[config.mk]
export PLATFORM = sky130hd
export DESIGN_NAME = bin2bcd_seq
export DESIGN_NICKNAME = d
export VERILOG_FILES = /design/src/rtl/bin2bcd_seq_pkg.sv /design/src/rtl/bcd_digit_adj.sv /design/src/rtl/bin2bcd_seq.sv
export SDC_FILE = /design/constraint.sdc
export NUM_CORES = 1
export LEC_CHECK = 0
export CORE_MARGIN = 1
export CORE_UTILIZATION = 26
export CTS_CLUSTER_SIZE = 16
export DETAILED_ROUTE_END_ITERATION = 7
export DONT_BUFFER_PORTS = 1
export SYNTH_ARGS = -nofsm -noshare
export SYNTH_HDL_FRONTEND = slang
export SYNTH_SLANG_ARGS = --single-unit
[constraint.sdc]
create_clock -name clk -period 5.1 [get_ports clk]
set_input_delay 0.51 -clock clk [delete_from_list [all_inputs] [get_ports clk]]
set_output_delay 0.51 -clock clk [all_outputs]
set_load 0.02 [all_outputs]
[src/rtl/bin2bcd_seq_pkg.sv]
// bin2bcd_seq shared types and constants
// digit width, add-3 threshold, fsm states
package bin2bcd_seq_pkg;

  localparam int DIG_W = 4;
  localparam logic [3:0] ADD3_TH = 4'd5;

  typedef enum logic [1:0] {
    IDLE,
    SHIFT,
    DONE
  } state_t;

endpackage

[src/rtl/bcd_digit_adj.sv]
// bcd_digit_adj: one double-dabble cell
// adds 3 to a digit of 5 or more
module bcd_digit_adj
  import bin2bcd_seq_pkg::*;
(
  input  logic [3:0] d,
  output logic [3:0] q
);

  assign q = (d >= ADD3_TH) ? d + 4'd3 : d;

endmodule

[src/rtl/bin2bcd_seq.sv]
// bin2bcd_seq: bit-serial double-dabble
// one binary bit per clock, registered result
module bin2bcd_seq
  import bin2bcd_seq_pkg::*;
#(
  parameter int BIN_W  = 31,
  parameter int DIGITS = 10
) (
  input  logic                  clk,
  input  logic                  rst_n,
  input  logic                  in_valid,
  output logic                  in_ready,
  input  logic [BIN_W-1:0]      bin_in,
  output logic                  out_valid,
  output logic [4*DIGITS-1:0]   bcd_out,
  output logic [DIGITS-1:0]     blank,
  output logic                  overflow,
  output logic                  busy
);

  localparam int CNT_W = $clog2(BIN_W + 1);
  localparam int ACC_W = DIG_W * DIGITS;
  localparam logic [DIGITS-1:0] BLANK_RST =
    ~(DIGITS'(1));

  state_t             state;
  logic [BIN_W-1:0]   sr;
  logic [ACC_W-1:0]   acc;
  logic [ACC_W-1:0]   adj;
  logic [CNT_W-1:0]   cnt;
  logic               ovf;
  logic [DIGITS-1:0]  blank_nx;

  for (genvar g = 0; g < DIGITS; g++) begin : g_adj
    bcd_digit_adj u_adj (
      .d (acc[g*DIG_W +: DIG_W]),
      .q (adj[g*DIG_W +: DIG_W])
    );
  end

  // leading-zero chain from the top digit down
  always_comb begin
    logic z;
    z = 1'b1;
    blank_nx = '0;
    for (int k = DIGITS - 1; k >= 1; k--) begin
      z = z & (acc[k*DIG_W +: DIG_W] == '0);
      blank_nx[k] = z;
    end
  end

  // control fsm, datapath and registered outputs
  always_ff @(posedge clk or negedge rst_n) begin
    if (!rst_n) begin
      state     <= IDLE;
      in_ready  <= 1'b1;
      busy      <= 1'b0;
      out_valid <= 1'b0;
      bcd_out   <= '0;
      blank     <= BLANK_RST;
      overflow  <= 1'b0;
      sr        <= '0;
      acc       <= '0;
      cnt       <= '0;
      ovf       <= 1'b0;
    end else begin
      out_valid <= 1'b0;
      unique case (state)
        IDLE: begin
          if (in_valid) begin
            sr       <= bin_in;
            acc      <= '0;
            ovf      <= 1'b0;
            cnt      <= CNT_W'(BIN_W);
            state    <= SHIFT;
            in_ready <= 1'b0;
            busy     <= 1'b1;
          end
        end
        SHIFT: begin
          acc <= {adj[ACC_W-2:0], sr[BIN_W-1]};
          sr  <= {sr[BIN_W-2:0], 1'b0};
          ovf <= ovf | adj[ACC_W-1];
          cnt <= cnt - CNT_W'(1);
          if (cnt == CNT_W'(1)) begin
            state <= DONE;
            busy  <= 1'b0;
          end
        end
        DONE: begin
          bcd_out   <= acc;
          overflow  <= ovf;
          blank     <= blank_nx;
          out_valid <= 1'b1;
          in_ready  <= 1'b1;
          state     <= IDLE;
        end
        default: begin
          state    <= IDLE;
          in_ready <= 1'b1;
          busy     <= 1'b0;
        end
      endcase
    end
  end

endmodule

==> flow_summary.ini <==
[die]
fp.dieW_um = 156
ios = 88
die_area_um2 = 24300
rows = 55
die_height_um = 156
coreArea_um2 = 22900
start_util = 0.268

[sta]
rsz0062_at_grt = false
min_period_ps = 2190
max_slew_margin = 0.509
fin_setup_tns_ps = 0
layout_setup_ws_ps = 2910
fmax_mhz = 456
slew_viol_final = 0
skew_ps = 9.38
min_period_over_period = 0.430
holdWs_ps = 10.1
worst_pin_slew_ps = 736
finalSetupViolCount = 0
hold_violations = 0

[cells_and_area]
seq_area_um2 = 3320
fin_nets = 683
multi_input_area_um2 = 2590
area_growth_pct = 13.4
num-fill-cells = 2388
fin_area_um2 = 6970
drive_gt1_frac = 0.0934
insertedDiodeCount = 0

[synth]
async_flop_share = 1.00
ys_warn_count = 0
synthTopCellsByArea = dfrtp_1, nand2_1, ha_1
synth_top_area_cell = dfrtp_1
ys_ff_latch = 132
synth_nets = 694
syn_area_um2 = 6150
synth_cells = 630
synth_cell_types = 43
netlist.area_leader.share = 0.496
syn_area_per_cell_um2 = 9.76
yosysMostFrequentCell = nand2_1
synth_common_cells = nand2_1, dfrtp_1, nor2_1
synth-edff-count = 0
seq_area_frac_synth = 0.539
ys.flop_type = dfrtp_1

[critical_path]
required_ps = 5460
crit_path_start_kind = register
r2r-start = state[0]$_DFFE_PN0P_
crit_path_end_kind = register
setup.worst_path.start = state[0]$_DFFE_PN0P_
crit_type = reg -> reg
timing.critical_path.arrival_ps = 2560
crit_fanout = 75

[routing]
wl_met1_um = 6510
dr_wl_met3_um = 884
num_vias = 4333
drc_errors = 0
avgViaCountPerCell = 4.59
drtIter0Drc = 249
first_pass_iters = 4
ant_nets = 0
wire_per_inst_um = 14.6
drt_wl_total_um = 13800
top_layer = met4
wl_met2_um = 6260

[place]
placed_area_um2 = 6430
pre_cts_slack_ps = 2900
place.gp.congestion = 0.744
io_buffers = 0
hpwl_um = 8990

[global_route]
grt_pass1_wl_um = 22700
overflow = 0
antenna_found_initial = 0
grt_max_degree = 133
grtUsageTotal = 0.120
grt_pass1_vias = 4253

[cts]
root_buffer = clkbuf_16
htree_levels = 4
cts_tree = done
insertion_delay_ps = 420
cts-resized-gates = 0
cts_sinks = 132
numCtsBuffers = 17
cts.path.max_buffers = 2
cts.reportedPaths.clkPinSlew_ps = 60

[pwr]
peakVddDrop_mv = 0.274
leakage_nw = 3.17
power.density_nw_per_um2 = 620

[run_status]
status = finished, final reports clean

[run]
max-cap-violations = 0

[hold_path]
hold_path_class = in -> async
[kinds of logic after synthesis]
kind of cell / count (synthesis) / share of synthesized area
simple gates: 235 / 0.164
compound gates: 147 / 0.155
flops: 132 / 0.539
buf+inv: 61 / 0.0429
fa+ha+maj: 30 / 0.0610
xor+xnor: 14 / 0.0199
mux: 10 / 0.0175
other cells: 1 / 0.000610
[metrics by stage]
stage                      util  cells  total power, mW
after global placement    0.281    912             3.22
after CTS                 0.304    945             4.38
final                     0.304    945             4.32
after detailed placement  0.281    912             3.26
after floorplan               -    630             2.92
after global routing      0.304    945             4.68
[routing by layer]
metal | vias to the layer above | track usage
li1 | 2135 | -
met1 | 2098 | 0.156
met2 | 90 | 0.184
met3 | 10 | 0.0447
met4 | 0 | 0.0369
met5 | - | 0
[path summary, 6_finish.rpt]
check / to / slack (ps) / cells past startpoint
min in group clk: sr[0]$_DFFE_PN0P_ / 230 / 2
worst min-delay path: sr[6]$_DFFE_PN0P_ / 10 / 1
worst max register to register: blank[3]$_DFFE_PN1P_ / 2910 / 6
worst min register to register: sr[0]$_DFFE_PN0P_ / 490 / 2
max in group asynchronous: bcd_out[23]$_DFFE_PN0P_ / 4500 / 1
worst max-delay path: blank[3]$_DFFE_PN1P_ / 2910 / 6
[layout by cell type (no fill, tap or decap), types with 4 or more instances in the layout]
cell	Yosys	layout
o21ai_1	24	24
clkbuf_1	10	4
buf_4	1	5
a22o_1	7	7
o22ai_1	18	18
inv_1	24	24
mux2_2	6	6
nand2_1	165	165
ha_1	30	30
o31ai_1	13	13
a21oi_1	15	15
mux2i_1	4	4
a31oi_1	30	30
clkinv_2	0	6
a32o_1	10	10
xnor2_1	11	11
nor2_1	36	36
o211ai_1	4	4
o21ai_0	15	15
dfstp_2	10	10
clkbuf_16	0	17
nand2b_1	14	12
dfrtp_1	122	122
nor3b_1	7	7
[sequential cells by signal, indices dropped and copies added (netlist names)]
signal / count
acc: 40
bcd_out: 40
blank: 9
busy: 1
cnt: 5
in_ready: 1
out_valid: 1
overflow: 1
ovf: 1
sr: 31
state: 2
[layout make-up]
| cell class | instances | share of cell area |
|---|---|---|
| clock inverters | 10 | 0.00897 |
| well taps | 313 | 0.0562 |
| multi-input cells | 437 | 0.371 |
| clock buffers | 22 | 0.0651 |
| inverters | 25 | 0.0135 |
| repair buffers | 6 | 0.00933 |
| flip-flops and latches | 132 | 0.476 |
[what timing repair did]
action                                 4_1_cts  5_1_grt
endpoints found under the hold margin      132        0
buffers inserted                             0        0
hold buffers                                 1        0
[critical path: stages (launching register included)]
cell,delay (ps)
dfrtp_1,440
nand2b_2,200
buf_4,330
inv_2,460
nand4b_1,230
nor4_4,270
a22o_1,180
[power breakdown]
part,internal [mW],switching [mW],total [mW]
clock network,0.628,0.445,1.07
logic,0.659,0.839,1.50
registers,1.41,0.344,1.75
No activity file was read; power rests on OpenSTA's default activity.
